File: src/rtl/csi2_hdr_arbiter.sv
// Round-robin arbiter and header scheduler sharing one CSI-2 packet-header/D-PHY TX
// path between up to four per-channel header buffers. Enforces a post-packet gap and
// aborts transfers that never report completion.
module csi2_hdr_arbiter #(
    parameter int unsigned NUM_CH  = 4,
    parameter int unsigned MIN_GAP = 2,
    parameter int unsigned TIMEOUT = 4096
) (
    input  logic                   tx_clk_i,
    input  logic                   reset_tx_i,
    input  logic                   enable_i,
    input  logic [NUM_CH-1:0]      ch_mask_i,
    input  logic [NUM_CH-1:0]      hdr_req_i,
    input  logic [16*NUM_CH-1:0]   hdr_wdcnt_i,
    input  logic [6*NUM_CH-1:0]    hdr_dtype_i,
    input  logic [NUM_CH-1:0]      hdr_sptype_i,
    input  logic [NUM_CH-1:0]      hdr_xfrdone_i,
    input  logic                   c2d_hs_rdy_i,
    output logic                   arb_rdy_o,
    output logic [NUM_CH-1:0]      arb_gnt_o,
    output logic                   pkt_req_o,
    output logic [15:0]            pkt_wdcnt_o,
    output logic [5:0]             pkt_dtype_o,
    output logic [1:0]             pkt_vc_o,
    output logic                   pkt_sp_o,
    output logic                   busy_o,
    output logic                   err_timeout_o
);

    typedef enum logic [1:0] {
        StIdle,
        StXfer,
        StGap
    } state_e;

    localparam bit          WD_EN    = (TIMEOUT > 0);
    localparam bit          GAP_EN   = (MIN_GAP > 0);
    localparam logic [15:0] WD_LAST  = WD_EN ? 16'(TIMEOUT - 1) : 16'd0;
    localparam logic [7:0]  GAP_LOAD = GAP_EN ? 8'(MIN_GAP - 1) : 8'd0;

    state_e              r_state;
    state_e              w_state_nxt;
    logic [1:0]          r_rr_ptr;
    logic [15:0]         r_wd_cnt;
    logic [7:0]          r_gap_cnt;

    logic [NUM_CH-1:0]   r_gnt;
    logic                r_pkt_req;
    logic [15:0]         r_pkt_wdcnt;
    logic [5:0]          r_pkt_dtype;
    logic [1:0]          r_pkt_vc;
    logic                r_pkt_sp;
    logic                r_rdy;
    logic                r_err;

    logic [NUM_CH-1:0]   w_elig;
    logic [2:0]          w_scan;
    logic [1:0]          w_sel_idx;
    logic                w_sel_vld;
    logic [NUM_CH-1:0]   w_sel_oh;
    logic                w_done;
    logic                w_wd_hit;
    logic                w_start;
    logic                w_release;
    logic                w_timeout;
    logic [2:0]          w_vc_inc;
    logic [1:0]          w_rr_nxt;

    assign w_elig   = hdr_req_i & ch_mask_i;
    // Only the granted channel's completion pulse counts.
    assign w_done   = |(hdr_xfrdone_i & r_gnt);
    assign w_wd_hit = WD_EN && (r_wd_cnt == WD_LAST);
    assign w_vc_inc = 3'(r_pkt_vc) + 3'd1;
    assign w_rr_nxt = (w_vc_inc >= 3'(NUM_CH)) ? 2'd0 : w_vc_inc[1:0];

    // Pick the first eligible channel at or above rr_ptr, wrapping modulo NUM_CH.
    always_comb begin
        w_scan    = '0;
        w_sel_idx = '0;
        w_sel_vld = 1'b0;
        w_sel_oh  = '0;
        for (int unsigned i = 0; i < NUM_CH; i++) begin
            w_scan = 3'(r_rr_ptr) + 3'(i);
            if (w_scan >= 3'(NUM_CH)) begin
                w_scan = w_scan - 3'(NUM_CH);
            end
            if (!w_sel_vld && w_elig[w_scan[1:0]]) begin
                w_sel_vld             = 1'b1;
                w_sel_idx             = w_scan[1:0];
                w_sel_oh[w_scan[1:0]] = 1'b1;
            end
        end
    end

    // Next-state logic and the start/release/abort strobes.
    always_comb begin
        w_state_nxt = r_state;
        w_start     = 1'b0;
        w_release   = 1'b0;
        w_timeout   = 1'b0;
        unique case (r_state)
            StIdle: begin
                if (enable_i && c2d_hs_rdy_i && w_sel_vld) begin
                    w_start     = 1'b1;
                    w_state_nxt = StXfer;
                end
            end
            StXfer: begin
                // A done pulse coinciding with the watchdog limit is a clean finish.
                if (w_done || w_wd_hit) begin
                    w_release   = 1'b1;
                    w_timeout   = !w_done;
                    w_state_nxt = GAP_EN ? StGap : StIdle;
                end
            end
            StGap: begin
                if (r_gap_cnt == 8'd0) begin
                    w_state_nxt = StIdle;
                end
            end
            default: w_state_nxt = StIdle;
        endcase
    end

    // State register.
    always_ff @(posedge tx_clk_i) begin
        if (reset_tx_i) begin
            r_state <= StIdle;
        end else begin
            r_state <= w_state_nxt;
        end
    end

    // Watchdog and gap counters.
    always_ff @(posedge tx_clk_i) begin
        if (reset_tx_i) begin
            r_wd_cnt  <= '0;
            r_gap_cnt <= '0;
        end else begin
            if (w_start) begin
                r_wd_cnt <= '0;
            end else if (r_state == StXfer && r_wd_cnt != 16'hFFFF) begin
                r_wd_cnt <= r_wd_cnt + 16'd1;
            end
            if (w_release) begin
                r_gap_cnt <= GAP_LOAD;
            end else if (r_state == StGap && r_gap_cnt != 8'd0) begin
                r_gap_cnt <= r_gap_cnt - 8'd1;
            end
        end
    end

    // Round-robin pointer moves past the channel just served.
    always_ff @(posedge tx_clk_i) begin
        if (reset_tx_i) begin
            r_rr_ptr <= '0;
        end else if (w_release) begin
            r_rr_ptr <= w_rr_nxt;
        end
    end

    // Registered grant, header latch and status outputs.
    always_ff @(posedge tx_clk_i) begin
        if (reset_tx_i) begin
            r_gnt       <= '0;
            r_pkt_req   <= 1'b0;
            r_pkt_wdcnt <= '0;
            r_pkt_dtype <= '0;
            r_pkt_vc    <= '0;
            r_pkt_sp    <= 1'b0;
            r_rdy       <= 1'b0;
            r_err       <= 1'b0;
        end else begin
            r_rdy <= (w_state_nxt == StIdle) && enable_i;
            r_err <= w_timeout;
            if (w_start) begin
                r_gnt       <= w_sel_oh;
                r_pkt_req   <= 1'b1;
                r_pkt_wdcnt <= hdr_wdcnt_i[16*w_sel_idx +: 16];
                r_pkt_dtype <= hdr_dtype_i[6*w_sel_idx +: 6];
                r_pkt_vc    <= w_sel_idx;
                r_pkt_sp    <= hdr_sptype_i[w_sel_idx];
            end else if (w_release) begin
                // Data fields keep their last value; pkt_req_o qualifies them.
                r_gnt     <= '0;
                r_pkt_req <= 1'b0;
            end
        end
    end

    assign arb_rdy_o     = r_rdy;
    assign arb_gnt_o     = r_gnt;
    assign pkt_req_o     = r_pkt_req;
    assign pkt_wdcnt_o   = r_pkt_wdcnt;
    assign pkt_dtype_o   = r_pkt_dtype;
    assign pkt_vc_o      = r_pkt_vc;
    assign pkt_sp_o      = r_pkt_sp;
    assign busy_o        = (r_state != StIdle);
    assign err_timeout_o = r_err;

endmodule

File: config.mk
export PLATFORM = sky130hd
export DESIGN_NAME = csi2_hdr_arbiter
export DESIGN_NICKNAME = d
export VERILOG_FILES = /design/src/rtl/csi2_hdr_arbiter.sv
export SDC_FILE = /design/constraint.sdc
export NUM_CORES = 1
export LEC_CHECK = 0
export CORE_MARGIN = 3
export CORE_UTILIZATION = 45
export CTS_CLUSTER_SIZE = 24
export DETAILED_ROUTE_END_ITERATION = 7
export PLACE_DENSITY = 0.81
export RECOVER_POWER = 50
export SETUP_SLACK_MARGIN = 0.05
export SYNTH_ARGS = -nofsm -noshare
export SYNTH_HDL_FRONTEND = slang
export SYNTH_SLANG_ARGS = --single-unit
File: constraint.sdc
create_clock -name tx_clk_i -period 3.73 [get_ports tx_clk_i]
set_clock_uncertainty 0.05 [all_clocks]
set_input_delay 0.5595 -clock tx_clk_i [delete_from_list [all_inputs] [get_ports tx_clk_i]]
set_output_delay 0.5595 -clock tx_clk_i [all_outputs]
set_load 0.03 [all_outputs]
==> Word level (Yosys, flattened, before mapping) <==
Index checks and enable logic that the tools add are counted.
{ "word_totals": {"regBits": 60, "latch_bits": 0, "ramBits": 0, "romBits": 0, "input_bits": 108, "out_inout_bits": 33, "memories": 0} }
{ "op_classes": {"n_addsub": 10, "mul": 1, "div_mod_pow": 0, "n_lt_le_gt_ge": 14, "eq_ne": 4, "shift": 2, "mux": 49, "bitwise": 7, "reduce_logical": 28} }
{ "op_table": {"columns": ["operator", "n"], "rows": [
  ["64-bit by 7-bit indexed part select with 16-bit output", 1],
  ["2-bit 2-to-1 mux", 12],
  ["4-bit 2-to-1 mux", 6],
  ["24-bit by 6-bit indexed part select with 6-bit output", 1],
  ["1-bit 2-to-1 mux", 21],
  ["16-bit by 1-bit adder with 16-bit output (second input constant)", 1],
  ["16-bit by 12-bit equality test with 1-bit output (second input constant)", 1],
  ["16-bit inequality test (second input constant)", 1],
  ["2-bit by 3-bit less-than comparator with 1-bit output (second input constant)", 5],
  ["3-bit >= comparator (second input constant)", 4],
  ["1-bit logical AND", 12],
  ["4-bit bitwise OR", 3],
  ["1-bit binary-select mux with 2-bit select", 5],
  ["4-bit bitwise AND", 2],
  ["1-bit demux with 2-bit select", 4],
  ["2-bit by 1-bit >= comparator with 1-bit output (second input constant)", 4],
  ["8-bit zero test", 1],
  ["8-bit nonzero test", 1],
  ["2-bit by 1-bit subtractor with 2-bit output (second input constant)", 4],
  ["8-bit by 1-bit subtractor with 8-bit output (second input constant)", 1],
  ["2-bit by 1-bit adder with 3-bit output (second input constant)", 2],
  ["2-bit by 2-bit adder with 3-bit output (second input constant)", 2],
  ["2-bit case mux with 3 select lines", 1],
  ["2-bit nonzero test", 3],
  ["other kinds (11)", 17]
]} }

==> Logic depth before layout (Yosys ltp) <==
{ "logic_depth": {"word_depth": 19, "mapped_depth": 12, "depth_no_buf": 8} }

==> Least setup slack after synthesis <==
No wires, ideal clock.
{ "synth_timing": {"kind": "reg-to-reg", "from": "register r_rr_ptr[1]", "to": "register r_pkt_dtype[3] (netlist: pkt_dtype_o[3])", "setup_ns": 0.085, "t_arrival_ns": 2.613, "t_required_ns": 3.595, "slack_ns": 0.983, "stages_incl_launch_ff": 12, "cell_sequence": "dfxtp_1 > buf_2 > inv_1 > ha_1 > inv_1 > mux4_2 > o221ai_2 > a2bb2oi_2 > buf_6 > buf_8 > mux2_2 > o31ai_2"} }
{ "synth_between": {"elab_chain_cells": 17, "elab_cells_between_ends": 42, "classes_between": "7 x add/sub; 1 x mul; 4 x order compare; 1 x shift; 22 x mux; 7 x reduce/logical"} }
{ "synth_rtl": {"columns": ["item", "line", "source"], "rows": [
  ["from (decl)", "43", "logic [1:0] r_rr_ptr;"],
  ["from (signal assigned)", "158", "r_rr_ptr <= w_rr_nxt;"],
  ["parallel branches: the longest is 17 deep, another holds 2-bit by 1-bit adder with 3-bit output", null, null],
  ["to (signal assigned)", "180", "r_pkt_dtype <= hdr_dtype_i[6*w_sel_idx +: 6];"],
  ["to (decl)", "50", "logic [5:0] r_pkt_dtype;"]
]} }
Several ways; the timed one is not identified. The select of a mux whose other input is x is not followed.
A chain may end at the register's enable or synchronous reset.

==> Final worst setup path <==
{ "layout_timing": {"from": "register r_rr_ptr[1]", "to": "register r_pkt_wdcnt[1] (netlist: pkt_wdcnt_o[1])"} }
{ "layout_between": {"elab_chain_cells": 17, "elab_cells_between_ends": 41, "classes_between": "7 x add/sub; 4 x order compare; 1 x shift; 22 x mux; 7 x reduce/logical"} }
{ "layout_rtl": {"columns": ["item", "line", "source"], "rows": [
  ["parallel branches: the longest is 17 deep, another holds 2-bit by 1-bit adder with 3-bit output", null, null],
  ["to (signal assigned)", "179", "r_pkt_wdcnt <= hdr_wdcnt_i[16*w_sel_idx +: 16];"],
  ["to (decl)", "49", "logic [15:0] r_pkt_wdcnt;"]
]} }
Several ways; the timed one is not identified. The select of a mux whose other input is x is not followed.

==> metrics.yaml <==
sta:
  slew_viol_final: 0
  rsz0062_at_grt: "false"
  max-slew-margin-rel_pct: 32.8
  max_freq_mhz: 302
  min_period_ns: 3.31
  finalHoldViolations: 0
  setup_viol: 0
  finalCritPeriodShare_pct: 88.7
  setup_tns_ns: 0
  max_slew.worst_pin.slew_ns: 1.01
logic_synthesis:
  yosysTopAreaCell: "dfxtp_1"
  synth_ff_type: "dfxtp_1"
  synth_top_cell_area_share_pct: 31.6
  synth_area_leaders: "dfxtp_1 (32%), mux2i_1 (7.1%), mux2_2 (6.8%)"
  synth-async-reset-ratio_pct: 0
  synth_cells: 431
  ys_ff_latch: 60
  synth-edff-count: 0
  synth_area_um2: 3800
  synth.avg_cell_area_um2: 8.81
  seq_area_frac_synth_pct: 31.6
  synth_warnings: 0
  synth.distinct_cells: 57
  syn_nets: 550
setup_path:
  reg2reg_depth: 9
  crit_arrival_ns: 3.50
  timing.critical_path.to: "pkt_wdcnt_o[1]"
  cp-start-kind: "flop"
  reg2reg_to: "pkt_wdcnt_o[1]"
  rrSetupSlack_ns: 0.42
  critical_path.endpoint_type: "flop"
  r2r_start: "r_rr_ptr[1]"
  cp.required_ns: 3.92
  worst-setup-path-type: "flop to flop"
  crit_fanout: 47
  crit_path_start: "r_rr_ptr[1]"
placement:
  place_hpwl_um: 8680
  port_buffers: 140
  gp_congestion: 0.901
  post_dp_cell_area_um2: 5260
power_and_ir_drop:
  power_density_nw_per_um2: 324
  p_leak_uw: 0.00211
  ir_drop_v: 0.000242
grt:
  grt_usage_pct: 23.7
  overflow: 0
  grtUsageMet3_pct: 7.07
  grt_first_pass_wirelength_um: 18500
  antenna_found_initial: 0
  grt_pass1_vias: 3816
  top_usage_layer: "met2"
  use_met1_pct: 27.8
  met2_usage_pct: 41.2
  grt_max_degree: 48
clocking:
  clock_latency_ns: 0.34
  cts_made_buffers: 9
  cts.sinks: 60
  cts_root_buffer: "clkbuf_8"
  cts.htree.levels: 3
  post_cts_resized: 0
  clk_pin_slew_ns: 0.07
  cts_setup_buffers: 0
  cts_hold_repair.buffers: 0
  cts_buffer_depth: 2
  cts_tree: "yes"
finish:
  diodes: 0
  drive_gt1_share_pct: 13.1
  multi_input_area_um2: 2410
  nFillCells: 616
  regArea_um2: 1200
  nNetsFinal: 681
  stdcell_area_um2: 5490
  syn_to_final_growth_pct: 44.6
route:
  drc: 0
  wl_per_cell_um: 17.2
  first_iter_violations: 194
  vias: 3720
  drt.antenna.violating_nets: 0
  routed_wirelength_um: 11500
  via_per_inst: 5.56
  firstDrtPassIters: 4
die:
  placementRows: 32
  die_w_um: 97.9
  core_area_um2: 7970
  ios: 141
  die_y_um: 97.9
  die_area_um2: 9580
  start_util_pct: 47.7
status:
  status: "complete, no violations"
run:
  maxCapViolCount: 0
hold_path:
  hold_class: "flop to flop"
sequential cells by signal (all words and copies together) (netlist names):
signal,flops
r_gap_cnt,8
r_wd_cnt,16
pkt_vc_o,2
arb_rdy_o,1
pkt_dtype_o,6
pkt_sp_o,1
pkt_wdcnt_o,16
r_rr_ptr,2
pkt_req_o,1
err_timeout_o,1
r_state,2
arb_gnt_o,4
metal layers:
| layer | share of wire [%] | vias to the layer above | wire length (um) |
|---|---|---|---|
| met5 | 0 | - | 0 |
| met4 | 2.4 | 0 | 275 |
| met3 | 7.0 | 18 | 807 |
| met2 | 48 | 156 | 5580 |
| met1 | 42 | 1728 | 4880 |
| li1 | - | 1818 | - |
cells by family after synthesis:
logic type / count (synthesis) / synth area share [%]
and+or+nand+nor: 179 / 22.5
DFF: 60 / 31.6
AOI/OAI and AO/OA: 71 / 17.0
buffers and inverters: 38 / 5.50
muxes: 52 / 15.1
xor gates and xnor gates: 20 / 4.61
adders and majority gates: 11 / 3.62
critical path: stages, from the launching register on:
cell,delay [ns]
dfxtp_1,0.63
inv_1,0.27
ha_1,0.41
inv_1,0.18
mux4_2,0.36
o221ai_2,0.25
a2bb2oi_4,0.18
buf_12,0.25
mux2_2,0.37
o31ai_2,0.25
cells in the final DEF (no fill, tap or decap), types with 10 or more instances in the layout:
cell type / count
clkdlybuf4s50_1: 106
nand3_1: 10
nor3_1: 37
dlygate4sd3_1: 34
xnor2_1: 12
inv_1: 11
clkbuf_8: 12
o31ai_2: 19
nand2_1: 38
nor2_1: 55
ha_1: 11
mux2_2: 23
dfxtp_1: 60
mux2i_1: 27
stage by stage:
step	total power, uW	setup WS [ns]	std cells	hold WS [ns]	util [%]
CTS	1810	0.479	669	0.412	69.0
global placement	1110	0.520	653	0.392	66.0
global route	1860	0.277	669	0.433	68.9
finish	1780	0.422	669	0.404	68.9
floorplan	923	0.983	431	0.430	-
detailed placement	1120	0.393	653	0.396	66.0
cell type report:
type,instances,area share (%)
tap,102,2.32
clock inverter,4,1.28
sequential,60,21.9
inverter,11,0.752
multi-input combinational,333,43.8
clock buffer,12,3.01
timing repair buffer,147,26.9
how the worst min path moves through the flow:
stage | from | end | cells past startpoint
after floorplan | r_gap_cnt[7] | r_gap_cnt[7] | 2
after global placement | pkt_wdcnt_o[2] | pkt_wdcnt_o[2] | 2
after detailed placement | pkt_wdcnt_o[14] | pkt_wdcnt_o[14] | 2
after CTS | pkt_wdcnt_o[14] | pkt_wdcnt_o[14] | 2
after global routing | pkt_wdcnt_o[14] | pkt_wdcnt_o[14] | 2
final | pkt_wdcnt_o[14] | pkt_wdcnt_o[14] | 2
cell usage after synthesis (all sizes together) (3+ instances only):
library cell and count:
dfxtp 60, nor2 55, nand2 38, nor3 37, mux2i 27, o31ai 24, mux2 23, buf 15
clkbuf 12, xnor2 12, ha 11, inv 11, nand3 10, a21oi 8, nor4 8, xor2 8
nand2b 6, a22o 5, and2 5, a21boi 4, a311oi 4, o21ai 4, o2bb2ai 4, and3 3
and4 3, nand4 3
report_power, final:
group	total, uW	internal [uW]	switching [uW]
sequential	676	663	13.4
combinational	423	219	204
clock	681	429	252
total	1780	1310	469
(Power assumes the default switching activity.)
